==> src/rtl/riscv_pkg.sv <==
// riscv_pkg: shared RV opcode constants and immediate format codes
package riscv_pkg;
  typedef enum logic [2:0] {
    FMT_NONE = 3'd0,
    FMT_I    = 3'd1,
    FMT_S    = 3'd2,
    FMT_B    = 3'd3,
    FMT_U    = 3'd4,
    FMT_J    = 3'd5,
    FMT_Z    = 3'd6
  } imm_fmt_e;
  localparam logic [6:0] OPC_LOAD      = 7'b0000011;
  localparam logic [6:0] OPC_OP_IMM    = 7'b0010011;
  localparam logic [6:0] OPC_AUIPC     = 7'b0010111;
  localparam logic [6:0] OPC_OP_IMM_32 = 7'b0011011;
  localparam logic [6:0] OPC_STORE     = 7'b0100011;
  localparam logic [6:0] OPC_OP        = 7'b0110011;
  localparam logic [6:0] OPC_LUI       = 7'b0110111;
  localparam logic [6:0] OPC_OP_32     = 7'b0111011;
  localparam logic [6:0] OPC_BRANCH    = 7'b1100011;
  localparam logic [6:0] OPC_JALR      = 7'b1100111;
  localparam logic [6:0] OPC_JAL       = 7'b1101111;
  localparam logic [6:0] OPC_SYSTEM    = 7'b1110011;
endpackage

==> src/rtl/imm_decode_core.sv <==
// imm_decode_core: combinational RV immediate/format/illegal decode
module imm_decode_core
  import riscv_pkg::*;
#(
  parameter int XLEN     = 32,
  parameter bit EN_ZICSR = 1'b1
) (
  input  logic [31:0]     instr,
  output logic [XLEN-1:0] imm,
  output imm_fmt_e        fmt,
  output logic            illegal
);
  logic [31:0] imm32;
  always_comb begin
    fmt     = FMT_NONE;
    illegal = 1'b0;
    case (instr[6:0])
      OPC_LOAD, OPC_OP_IMM, OPC_JALR: fmt = FMT_I;
      OPC_OP_IMM_32: begin
        fmt     = (XLEN == 64) ? FMT_I : FMT_NONE;
        illegal = (XLEN != 64);
      end
      OPC_STORE:          fmt = FMT_S;
      OPC_BRANCH:         fmt = FMT_B;
      OPC_LUI, OPC_AUIPC: fmt = FMT_U;
      OPC_JAL:            fmt = FMT_J;
      OPC_SYSTEM:         fmt = (EN_ZICSR && instr[14]) ? FMT_Z : FMT_I;
      OPC_OP, OPC_OP_32:  fmt = FMT_NONE;
      default:            illegal = 1'b1;
    endcase
  end
  // every format is built as a 32-bit value whose bit 31 is the XLEN sign bit
  always_comb
    imm32 = (fmt == FMT_I) ? {{20{instr[31]}}, instr[31:20]} :
            (fmt == FMT_S) ? {{20{instr[31]}}, instr[31:25], instr[11:7]} :
            (fmt == FMT_B) ? {{19{instr[31]}}, instr[31], instr[7], instr[30:25], instr[11:8], 1'b0} :
            (fmt == FMT_U) ? {instr[31:12], 12'b0} :
            (fmt == FMT_J) ? {{11{instr[31]}}, instr[31], instr[19:12], instr[20], instr[30:21], 1'b0} :
            (fmt == FMT_Z) ? {27'b0, instr[19:15]} : 32'b0;
  assign imm = XLEN'($signed(imm32));
endmodule

==> src/rtl/imm_decode_pipe.sv <==
// imm_decode_pipe: immediate decode with a 2-entry skid buffer on valid/ready
module imm_decode_pipe
  import riscv_pkg::*;
#(
  parameter int XLEN     = 32,
  parameter bit EN_ZICSR = 1'b1
) (
  input  logic            clk_i,
  input  logic            rst_ni,
  input  logic            flush_i,
  input  logic            in_valid_i,
  output logic            in_ready_o,
  input  logic [31:0]     instruction_i,
  input  logic [XLEN-1:0] pc_i,
  output logic            out_valid_o,
  input  logic            out_ready_i,
  output logic [XLEN-1:0] immediate_o,
  output logic [2:0]      imm_fmt_o,
  output logic [XLEN-1:0] target_o,
  output logic            illegal_o
);
  typedef enum logic [1:0] {EMPTY, ONE, FULL} state_e;
  typedef struct packed {
    logic [XLEN-1:0] imm;
    logic [XLEN-1:0] target;
    imm_fmt_e        fmt;
    logic            illegal;
  } entry_t;
  state_e          state, state_nx;
  entry_t          head, tail, dec;
  logic [XLEN-1:0] dec_imm;
  imm_fmt_e        dec_fmt;
  logic            dec_ill, acc, con;
  imm_decode_core #(.XLEN(XLEN), .EN_ZICSR(EN_ZICSR)) u_core (
    .instr   (instruction_i),
    .imm     (dec_imm),
    .fmt     (dec_fmt),
    .illegal (dec_ill)
  );
  assign dec = '{imm: dec_imm, target: pc_i + dec_imm, fmt: dec_fmt, illegal: dec_ill};
  assign acc = in_valid_i & in_ready_o;
  assign con = out_valid_o & out_ready_i;
  always_comb
    state_nx = flush_i          ? EMPTY :
               (state == EMPTY) ? (acc ? ONE : EMPTY) :
               (state == ONE)   ? ((acc && !con) ? FULL : (!acc && con) ? EMPTY : ONE) :
                                  (con ? ONE : FULL);
  // head is the oldest entry and drives the outputs directly
  always_ff @(posedge clk_i or negedge rst_ni)
    if (!rst_ni) begin
      state       <= EMPTY;
      in_ready_o  <= 1'b1;
      out_valid_o <= 1'b0;
      head        <= '0;
      tail        <= '0;
    end else begin
      state       <= state_nx;
      in_ready_o  <= (state_nx != FULL);
      out_valid_o <= (state_nx != EMPTY);
      if (!flush_i) begin
        if (acc && (state == EMPTY || (state == ONE && con))) head <= dec;
        else if (con && state == FULL) head <= tail;
        if (acc && state == ONE && !con) tail <= dec;
      end
    end
  assign immediate_o = head.imm;
  assign target_o    = head.target;
  assign imm_fmt_o   = head.fmt;
  assign illegal_o   = head.illegal;
endmodule
==> config.mk <==
export PLATFORM = sky130hd
export DESIGN_NAME = imm_decode_pipe
export DESIGN_NICKNAME = d
export VERILOG_FILES = /design/src/rtl/riscv_pkg.sv /design/src/rtl/imm_decode_core.sv /design/src/rtl/imm_decode_pipe.sv
export SDC_FILE = /design/constraint.sdc
export NUM_CORES = 1
export LEC_CHECK = 0
export ABC_AREA = 1
export CAP_MARGIN = 20
export CORE_UTILIZATION = 50
export DETAILED_ROUTE_END_ITERATION = 6
export PLACE_DENSITY = 0.85
export SYNTH_ARGS = -nofsm -noshare
export SYNTH_HDL_FRONTEND = slang
export SYNTH_SLANG_ARGS = --single-unit
==> constraint.sdc <==
create_clock -name clk_i -period 2.5 [get_ports clk_i]
set_input_delay 0.25 -clock clk_i [delete_from_list [all_inputs] [get_ports clk_i]]
set_output_delay 0.25 -clock clk_i [all_outputs]
set_load 0.1 [all_outputs]
# After elaboration in Yosys (flattened, before gate mapping)
# Index checks and enable logic that the tools add are counted.
totals:
  input_bits: 69
  rom_bits: 0
  latch_bits: 0
  word_cells: 71
  output_inout_bits: 70
  mem_count: 0
  regBits: 140
  ram_bits: 0
classes:
  muxes: 18
  div: 0
  eq_ne: 20
  n_mul: 0
  n_bitwise: 3
  shifts: 0
  addsub: 1
  n_reduce_logical: 18
  order_cmp: 0
ops:
  columns: ["operator", "count"]
  rows:
  - ["$mux W32", 5]
  - ["$mux W68", 2]
  - ["$add A32 B32 Y32", 1]
  - ["$eq A7 B6 Y1 const B", 4]
  - ["$eq A7 B7 Y1 const B", 4]
  - ["$pmux W3 S6", 1]
  - ["$eq A7 B5 Y1 const B", 2]
  - ["$reduce_or A11 Y1", 1]
  - ["$mux W2", 5]
  - ["$eq A3 B3 Y1 const B", 3]
  - ["$eq A7 B2 Y1 const B", 1]
  - ["$logic_and A1 B1 Y1", 7]
  - ["$eq A3 B2 Y1 const B", 2]
  - ["$mux W5", 1]
  - ["$reduce_and A2 Y1", 2]
  - ["$reduce_bool A2 Y1", 2]
  - ["$eq A3 B1 Y1 const B", 1]
  - ["$mux W1", 3]
  - ["$mux W3", 1]
  - ["$reduce_or A3 Y1", 1]
  - ["$and A1 B1 Y1", 2]
  - ["$eq A2 B1 Y1 const B", 1]
  - ["$eq A2 B2 Y1 const B", 1]
  - ["$logic_not A1 Y1", 2]
  - ["5 further kinds", 5]

# Depth between registers and ports, before layout
# Gate-level depths: netlist of run 1.
logic_depth:
  depth_word: 12
  mapped_depth: 26
  mapped_depth_nobuf: 26

# Hierarchy
# Synthesis of run 1 repeated with hierarchy kept, for this count alone.
hier_totals:
  hier_cells: 1388
  area_unflattened_um2: 9135.0
by_module_without_submodules:
  columns: ["mod", "cells_each", "area_per_inst_um2", "instances", "seq_area_each_um2"]
  rows:
  - ["imm_decode_pipe", 1199, 8226.6, 1, 3504.6]
  - ["imm_decode_core", 189, 908.4, 1, 0.0]

# Worst setup path before layout of run 1
# Ideal clock, no wire load.
synth_timing:
  path_type: "input -> register"
  from: "input port instruction_i[1]"
  to: "register head (netlist bit target_o[26])"
  arrival_time_ps: 2995
  setup_slack_ps: -615
  path_stages: 23
  t_required_ps: 2380
  path_cell_list: "nand2_1 -> nor2_1 -> nand2_1 -> nand2_1 -> nor2_1 -> nand3_2 -> nand3_1 -> o21ai_0 -> inv_1 -> ha_1 -> inv_1 -> fa_1 -> nand3b_1 -> nand2_1 -> nand2_1 -> nand2_1 -> inv_1 -> o21ai_0 -> nand3_1 -> nand3_1 -> nand3_1 -> nand2_1 -> nand2_1"
synth_rtl:
  columns: ["item", "line", "text"]
  rows:
  - ["from (decl)", "imm_decode_pipe.sv:13", "input logic [31:0] instruction_i,"]
  - ["to (signal assigned)", "imm_decode_pipe.sv:62", "else if (con && state == FULL) head <= tail;"]
  - ["to (decl)", "imm_decode_pipe.sv:30", "entry_t head, tail, dec;"]

==> impl_summary.txt, run 1 <==
----------------------------------------------------
[Clock network]
  Cell at the root of the clock tree ... sky130_fd_sc_hd__clkbuf_16
  CTS tree ... built
  Num Clock Sinks ... 140
  Number of levels in the clock H-tree ... 4
  Clock insertion delay at the later pin of the skew report ... 0.44 ns
  Total CTS buffers ... 17
  Deepest clock path buffer count ... 2
  CTS clk-pin slew, worst paths ... 0.07 ns

[Place]
  Total half-perimeter wirelength after legalization and detailed placement ... about 21000 microns
  Inst Count DP ... 1680
  Gp weighted congestion ... ~1
  Buffers on Ports ... 138
  Minimum setup slack after placement ... -1.37 ns

[Setup path]
  Critical R2R Launch ... in_ready_o$_DFF_PN1_
  Maximum fanout encountered on the critical timing path ... 4
  Type of the worst setup path ... primary input to flop
  Worst setup startpoint ... instruction_i[5]
  CP Data Required Time ... 2.78 ns
  Critical Path End Type ... flop
  Kind of start point of the critical path ... primary input
  Arrival @ worst endpoint ... 3.61 ns

[Global routing]
  Overall Global Routing Usage ... 0.391
  Antenna violations before repair ... 0
  Global-route wire length before repair ... 52900 microns
  Maximum number of pins on one net before global-route repair ... approximately 80
  Vias in the first global route ... slightly above 10000
  Gr ovfl total ... 0

[Finish]
  Area of the multi-input gates ... 0.00609 sq mm
  # diodes ... 0
  Fraction of layout cells with a size suffix above 1 ... 0.427
  Layout Utilization ... 0.859
  Final cell count without fillers ... 1785
  Register area ... 0.00351 sq mm
  Net count reported at finish ... 1654
  Fill cell total of the finished layout ... 776
  Synthesis-to-layout area growth ... 67.6%

[Detailed routing]
  Number of nets with antenna violations after detailed routing ... 0
  DRC Markers ... 0
  Routed wire per std cell ... 24.0 microns
  DRT Pass-1 Iters ... 6
  Total wirelength of the detailed-routed design ... 42800 microns
  Routed via count divided by cell count ... 6.28
  Detailed-route via count ... 11200
  Drt initial violations ... 1717

[Logic synthesis]
  Cells after synthesis ... 1198
  Post-synthesis cell type count ... 39
  Post-Syn Area per Cell ... between 7 and 8 sq um
  Asr flop ratio synth ... 1.00
  Sequential element share of the synthesized area ... 0.413
  Most common flop cell mapped by yosys ... sky130_fd_sc_hd__dfrtp_1
  Number of nets in the synthesized netlist ... 1300
  Number of flip-flops and latches in the synthesized netlist ... 140
  YS warnings ... 0
  Cell area after synthesis ... about 0.0085 sq mm
  Number of enable-type register cells in the synthesized netlist ... 0

[Floorplanning]
  Horizontal die dimension ... 132 microns
  Core area ... 0.0166 sq mm
  Top-Level Pins ... 139
  Row count ... 47
  Starting utilization of the core area ... 0.512
  Floorplan die height ... 132 microns
  Die ar. ... 0.0175 sq mm

[STA]
  Min Clock Period, post-route ... between 3 and 4 ns
  Least setup slack across all paths after layout ... -0.825 ns
  Final Max Tran Viols ... 0
  Worst-Margin Slew ... slightly above 1 ns
  Max-Slew Margin vs Limit ... 0.302
  Timing-limited maximum frequency ... 301 MHz
  Post-route fraction of the period consumed by the critical path ... 1.33
  Setup violation total in the final timing report ... 56
  Final clock skew ... approximately 0.011 ns
  Final hold slack ... 0.243 ns
  Number of hold violations in the final report ... 0
  Unrepaired setup endpoints after global routing ... yes
  Setup TNS ... -26.00 ns

[Hold path]
  Class of the tightest hold or removal check ... primary input to async pin

[Outcome]
  Result of the run ... complete, but fails checks
  Failing checks ... setup timing

[Power and ir drop]
  Worst ir drop on vdd ... 1.01 mV
  Power per cell area ... 916 mW/mm^2
  Leakage power total ... 6.87 nW

[Job]
  Number of max-capacitance violations reported ... 0

----------------------------------------------------
cell usage after synthesis, types with 2 or more instances:
| master | number | area [sq um] |
|---|---|---|
| sky130_fd_sc_hd__nand3_1 | 53 | 265 |
| sky130_fd_sc_hd__inv_1 | 128 | 480 |
| sky130_fd_sc_hd__o21bai_1 | 3 | 22.5 |
| sky130_fd_sc_hd__ha_1 | 32 | 400 |
| sky130_fd_sc_hd__or2_2 | 2 | 12.5 |
| sky130_fd_sc_hd__nand2_1 | 327 | 1230 |
| sky130_fd_sc_hd__a21o_1 | 4 | 30.0 |
| sky130_fd_sc_hd__clkinv_1 | 2 | 7.51 |
| sky130_fd_sc_hd__o21ai_0 | 136 | 681 |
| sky130_fd_sc_hd__a31oi_1 | 17 | 106 |
| sky130_fd_sc_hd__nand2_2 | 10 | 62.6 |
| sky130_fd_sc_hd__o211ai_1 | 3 | 22.5 |
| sky130_fd_sc_hd__o21ai_1 | 37 | 185 |
| sky130_fd_sc_hd__xor2_1 | 6 | 52.6 |
| sky130_fd_sc_hd__o31ai_1 | 2 | 15.0 |
| sky130_fd_sc_hd__nand3b_1 | 4 | 30.0 |
| sky130_fd_sc_hd__nand3_2 | 2 | 20.0 |
| sky130_fd_sc_hd__buf_2 | 2 | 10.0 |
| sky130_fd_sc_hd__nor3_1 | 5 | 25.0 |
| sky130_fd_sc_hd__a21oi_1 | 75 | 375 |
| sky130_fd_sc_hd__clkbuf_1 | 36 | 135 |
| sky130_fd_sc_hd__xnor2_1 | 10 | 87.6 |
| sky130_fd_sc_hd__a21boi_0 | 3 | 22.5 |
| sky130_fd_sc_hd__nor2_1 | 123 | 462 |
| sky130_fd_sc_hd__o21a_1 | 11 | 82.6 |
| sky130_fd_sc_hd__dfrtp_1 | 139 | 3480 |
| sky130_fd_sc_hd__inv_2 | 7 | 26.3 |
| sky130_fd_sc_hd__buf_1 | 5 | 18.8 |
| sky130_fd_sc_hd__nand4_1 | 4 | 25.0 |
logic make-up after synthesis:
logic type | after synthesis | share of synthesized area
AOI/OAI and AO/OA | 294 | 0.185
xor gates and xnor gates | 16 | 0.0165
adders and majority gates | 33 | 0.0495
buffers and inverters | 182 | 0.0820
DFF | 140 | 0.413
and+or+nand+nor | 533 | 0.254
placed cells by master (no fill, tap or decap), types with 5 or more instances in the layout:
master	instances
sky130_fd_sc_hd__dfrtp_1	138
sky130_fd_sc_hd__a31oi_1	13
sky130_fd_sc_hd__nand2_2	48
sky130_fd_sc_hd__clkbuf_16	17
sky130_fd_sc_hd__inv_1	95
sky130_fd_sc_hd__a21oi_2	24
sky130_fd_sc_hd__xnor2_4	7
sky130_fd_sc_hd__nand3_4	14
sky130_fd_sc_hd__nor2_1	89
sky130_fd_sc_hd__a21oi_1	45
sky130_fd_sc_hd__nor2_4	14
sky130_fd_sc_hd__a21oi_4	6
sky130_fd_sc_hd__nand2_4	24
sky130_fd_sc_hd__nor2_2	21
sky130_fd_sc_hd__nand3_2	16
sky130_fd_sc_hd__inv_6	5
sky130_fd_sc_hd__o21ai_0	75
sky130_fd_sc_hd__nand2_1	261
sky130_fd_sc_hd__inv_4	8
sky130_fd_sc_hd__o21ai_4	8
sky130_fd_sc_hd__buf_4	277
sky130_fd_sc_hd__clkdlybuf4s50_1	59
sky130_fd_sc_hd__ha_4	29
sky130_fd_sc_hd__o21ai_2	36
sky130_fd_sc_hd__buf_6	34
sky130_fd_sc_hd__inv_2	32
sky130_fd_sc_hd__o21ai_1	55
sky130_fd_sc_hd__o21a_1	11
sky130_fd_sc_hd__buf_12	6
sky130_fd_sc_hd__nand3_1	26
path summary, 6_finish.rpt:
path,slack [ns],cells after the start,end
setup / recovery,-0.82,27,target_o[23]$_DFFE_PN0P_
hold / removal,0.24,2,tail[2]$_DFFE_PN0P_
setup reg to reg,-0.12,9,target_o[23]$_DFFE_PN0P_
hold reg to reg,0.48,2,immediate_o[28]$_DFFE_PN0P_
max in group asynchronous,1.51,3,target_o[26]$_DFFE_PN0P_
min in group clk_i,0.48,3,tail[45]$_DFFE_PN0P_
state kept, by name, indices dropped and copies added (netlist names):
name         cells
immediate_o     32
illegal_o        1
imm_fmt_o        3
target_o        32
tail            68
out_valid_o      1
in_ready_o       1
state            2
layout make-up:
| cell class | count | share of cell area |
|---|---|---|
| Clock buffer | 18 | 0.0308 |
| Clock inverter | 14 | 0.0127 |
| Inverter | 137 | 0.0379 |
| Multi-Input combinational cell | 877 | 0.428 |
| Sequential cell | 140 | 0.247 |
| Tap cell | 220 | 0.0193 |
| Timing Repair Buffer | 379 | 0.225 |
power breakdown:
part / switching [mW] / internal, mW / total (mW)
logic: 5.04 / 1.63 / 6.68
registers: 0.540 / 3.07 / 3.61
clock network: 1.14 / 1.62 / 2.76
total: 6.72 / 6.32 / 13.0
what timing repair did:
| item | in CTS | in global routing |
|---|---|---|
| cloned | 1 | 0 |
| resized for setup | 274 | 177 |
| endpoints found under the hold margin | 24 | 0 |
| pin swaps | 100 | 92 |
| setup buffers | 49 | 27 |
| endpoints found under the setup margin | 62 | 55 |
| hold buffers | 1 | 0 |
routing by layer:
metal / track usage / part of all wire / up-vias / wire length [microns]
met2: 0.647 / 0.44 / 1040 / 18900
met4: 0.229 / 0.091 / 0 / 3900
met3: 0.0738 / 0.13 / 379 / 5670
met5: 0 / 0 / - / 0
li1: - / - / 4612 / -
met1: 0.477 / 0.33 / 5172 / 14300
critical path, cell delays in order:
cell and delay (ns):
sky130_fd_sc_hd__buf_6 0.11, sky130_fd_sc_hd__buf_4 0.13, sky130_fd_sc_hd__inv_1 0.05, sky130_fd_sc_hd__nand2_1 0.06
sky130_fd_sc_hd__nand2_1 0.12, sky130_fd_sc_hd__nand2_2 0.10, sky130_fd_sc_hd__nand4_4 0.13, sky130_fd_sc_hd__nand3_4 0.13
sky130_fd_sc_hd__buf_12 0.16, sky130_fd_sc_hd__a21oi_4 0.14, sky130_fd_sc_hd__inv_2 0.07, sky130_fd_sc_hd__o21ai_2 0.08
sky130_fd_sc_hd__buf_6 0.14, sky130_fd_sc_hd__inv_4 0.04, sky130_fd_sc_hd__ha_4 0.34, sky130_fd_sc_hd__nand2_4 0.10
sky130_fd_sc_hd__nor2_4 0.11, sky130_fd_sc_hd__inv_2 0.06, sky130_fd_sc_hd__nor3_4 0.20, sky130_fd_sc_hd__buf_4 0.17
sky130_fd_sc_hd__nand3_2 0.16, sky130_fd_sc_hd__nand3b_1 0.19, sky130_fd_sc_hd__nand2_1 0.10, sky130_fd_sc_hd__inv_2 0.11
sky130_fd_sc_hd__nor2_1 0.05, sky130_fd_sc_hd__nor2_1 0.18, sky130_fd_sc_hd__o21ai_1 0.10
per-stage QoR:
step                      power, mW  cell area (sq um)
final                          13.0              14200
after global routing           13.4              14200
after CTS                      12.4              13400
after detailed placement       9.48              11400
after global placement         9.35              11400
after floorplan                7.90               8770
Power figures use the tool's default switching activity.
==> inputs of run 2 (changes only) <==
--- a/config.mk
+++ b/config.mk
@@ -9,7 +9,8 @@
 export CAP_MARGIN = 20
 export CORE_UTILIZATION = 50
 export DETAILED_ROUTE_END_ITERATION = 6
-export PLACE_DENSITY = 0.85
+export PLACE_DENSITY = 0.84
+export SLEW_MARGIN = 5
 export SYNTH_ARGS = -nofsm -noshare
 export SYNTH_HDL_FRONTEND = slang
 export SYNTH_SLANG_ARGS = --single-unit
==> impl_summary.txt, run 2 (synthesis results as in run 1) <==
----------------------------------------------------
[Clock network]
  Deepest clock path buffer count ... 2 (unchanged)
  Num Clock Sinks ... 140 (unchanged)
  CTS tree ... built
  Cell at the root of the clock tree ... sky130_fd_sc_hd__clkbuf_16
  Number of levels in the clock H-tree ... 4 (unchanged)
  CTS clk-pin slew, worst paths ... 0.06 ns (about the same)
  Total CTS buffers ... 17 (unchanged)
  Clock insertion delay at the later pin of the skew report ... 0.44 ns (about the same)

[Power and ir drop]
  Switching share of total power ... 0.515 (about the same)
  Comb pwr share ... 0.509 (-0.003)
  Worst ir drop on vdd ... 0.978 mV (-3.4%)
  Internal power ... 6.15 mW (-2.7%)
  Share of power burned in the clock network ... 0.209 (-0.002)
  Switching power of the nets ... 6.53 mW (-2.8%)
  Sequential share of power ... 0.282 (+0.005)
  Power per cell area ... 916 mW/mm^2 (about the same)
  Leakage power total ... 6.75 nW (-1.8%)
  Sum of internal, switching and leakage power ... 12.7 mW (-2.8%)

[STA]
  Number of hold violations in the final report ... 0 (unchanged)
  Timing-limited maximum frequency ... 331 MHz (+9.9%)
  Final Max Tran Viols ... 0 (unchanged)
  Max-Slew Margin vs Limit ... 0.336 (+0.0341)
  Least setup slack across all paths after layout ... -0.525 ns (+0.300 ns)
  Post-route fraction of the period consumed by the critical path ... 1.21 (-0.120)
  Setup TNS ... -19.41 ns (+6.59 ns)
  Setup violation total in the final timing report ... 57 (+1.8%)
  Min Clock Period, post-route ... 3.03 ns (-0.300 ns)
  Unrepaired setup endpoints after global routing ... yes
  Final clock skew ... 0.00731 ns (-0.00327 ns)
  Final hold slack ... 0.381 ns (+0.138 ns)
  Worst-Margin Slew ... 0.986 ns (-0.0506 ns)

[Detailed routing]
  DRT Pass-1 Iters ... 6 (unchanged)
  Detailed-route via count ... 10700 (-4.3%)
  Number of nets with antenna violations after detailed routing ... 0 (unchanged)
  Routed wire per std cell ... 21.3 microns (-11%)
  Drt initial violations ... 1221 (-29%)
  Total wirelength of the detailed-routed design ... 37700 microns (-12%)
  DRC Markers ... 0 (unchanged)
  Routed via count divided by cell count ... 6.05 (-3.6%)

[Finish]
  Synthesis-to-layout area growth ... 62.9%
  Most frequent standard cell in the layout excluding fill and tap cells ... sky130_fd_sc_hd__buf_4
  Largest reg by FF count ... tail
  # diodes ... 0 (unchanged)
  Layout Utilization ... 0.834 (-0.0241)
  Net count reported at finish ... 1641 (-0.79%)
  Final cell count without fillers ... 1772 (-0.73%)
  Largest register FFs ... 68 (unchanged)
  Commonest cells after routing, fill and taps aside ... sky130_fd_sc_hd__buf_4, sky130_fd_sc_hd__nand2_1, sky130_fd_sc_hd__dfrtp_1
  Fraction of layout cells with a size suffix above 1 ... 0.395 (-0.0319)

[Floorplanning]
  Die ar. ... 0.0175 sq mm (unchanged)
  Row count ... 47 (unchanged)
  Starting utilization of the core area ... 0.512 (unchanged)
  Floorplan die height ... 132 microns (unchanged)
  Top-Level Pins ... 139 (unchanged)
  Core area ... 0.0166 sq mm (unchanged)
  Horizontal die dimension ... 132 microns (unchanged)

[Place]
  Inst Count DP ... 1681 (+0.060%)
  Buffers on Ports ... 138 (unchanged)
  Gp weighted congestion ... 0.957 (-1.5%)
  Total half-perimeter wirelength after legalization and detailed placement ... 20900 microns (-0.29%)

[Setup path]
  Arrival @ worst endpoint ... 3.33 ns (-0.28 ns)
  Ordered cell list for the critical path ... buf_8, inv_8, nand3_4, inv_4, nand2_4, buf_12, nand4_4, nand3_4, inv_4, o21ai_4, buf_12, buf_12, nand2_8, ha_4, a21oi_4, o21ai_2, inv_2, o21ai_0, nand2_1, nand3b_1, nor2_1, nor2_2, nor2_1, o21ai_1
  Register-to-register setup slack ... -0.06 ns (+0.06 ns)
  Kind of start point of the critical path ... primary input
  Delay of the slowest cell on the worst path ... 0.29 ns (-0.05 ns)
  CP Data Required Time ... 2.81 ns (+0.03 ns)
  Worst setup startpoint ... instruction_i[4]
  Critical Path End Type ... flop
  Master of the slowest instance on the critical path ... sky130_fd_sc_hd__a21oi_4
  Worst flop-to-flop path endpoint ... immediate_o[2]$_DFFE_PN0P_
  Reg2Reg Depth ... 7 (-2)
  Critical R2R Launch ... in_ready_o$_DFF_PN1_
  Crit-path leading delay family ... simple AND/OR/NAND/NOR gates
  Type of the worst setup path ... primary input to flop
  Most frequent cell on the critical path ... sky130_fd_sc_hd__buf_12
  Number of buffer and inverter instances along the worst setup path ... 8 (-2)
  Maximum fanout encountered on the critical timing path ... 8 (+4)

[Global routing]
  Gr ovfl total ... 0 (unchanged)
  Antenna violations before repair ... 1 (+1)
  Maximum number of pins on one net before global-route repair ... 82 (unchanged)
  Global-route wire length before repair ... 51000 microns (-3.6%)
  Vias in the first global route ... 9703 (-4.5%)
  Overall Global Routing Usage ... 0.376 (-0.0149)

[Outcome]
  Result of the run ... complete, but fails checks
  Failing checks ... setup timing

[Hold path]
  Class of the tightest hold or removal check ... primary input to async pin

[Job]
  Number of max-capacitance violations reported ... 0 (unchanged)

----------------------------------------------------
[run 2: changes by cell type in the layout (fill, tap and decap cells not counted), moves of 7 or more]
cell / change
sky130_fd_sc_hd__o21ai_2: -12
sky130_fd_sc_hd__ha_4: -7
sky130_fd_sc_hd__inv_2: -9
sky130_fd_sc_hd__nand3_4: -8
sky130_fd_sc_hd__buf_6: -9
sky130_fd_sc_hd__buf_4: -9
sky130_fd_sc_hd__ha_1: +7
sky130_fd_sc_hd__o21ai_1: +7
sky130_fd_sc_hd__inv_1: +11
[run 2: worst max path at each step]
stage	to	slack, ns	cells after the start
global route	target_o[18]$_DFFE_PN0P_	-0.63	27
finish	target_o[23]$_DFFE_PN0P_	-0.53	24
global placement	target_o[24]$_DFFE_PN0P_	-1.28	24
detailed placement	target_o[24]$_DFFE_PN0P_	-1.41	24
CTS	target_o[24]$_DFFE_PN0P_	-0.22	23
floorplan	target_o[30]$_DFFE_PN0P_	-0.28	23
[run 2: layout make-up]
cell class              count  area, sq um
multi-input cells         877         5790
clock inverters            15          179
flip-flops and latches    140         3510
repair buffers            366         3120
fillers                   886         2750
inverters                 137          539
well taps                 220          275
clock buffers              17          425
[run 2: power by group through the flow]
stage                     logic (mW)  registers (mW)  clock network (mW)
final                           6.46            3.57                2.65
after global placement          5.86            3.50                   0
after global routing            6.69            3.64                2.74
after CTS                       6.15            3.52                2.64
after detailed placement        5.95            3.54                   0
after floorplan                 1.28            6.62                   0
[run 2: routing by layer]
layer	routed length (microns)	track usage	vias to the layer above
met5	0	0	-
met4	3210	0.215	0
met3	3980	0.0730	290
met2	17100	0.613	853
met1	13400	0.468	4985
li1	-	-	4592
[run 2: repair_timing]
item,4_1_cts,5_1_grt
pin swaps,113,72
hold endpoints to repair,65,0
gates resized for setup,252,135
endpoints found under the setup margin,62,56
setup buffers,39,21
hold buffers,1,0
cloned,1,0
[run 2: per-stage QoR]
stage          setup slack [ns]  area [sq um]
3_3_place_gp              -1.28         11400
2_1_floorplan            -0.279          8770
6_report                 -0.525         13800
4_1_cts                  -0.220         13200
3_5_place_dp              -1.41         11400
5_1_grt                  -0.626         13800
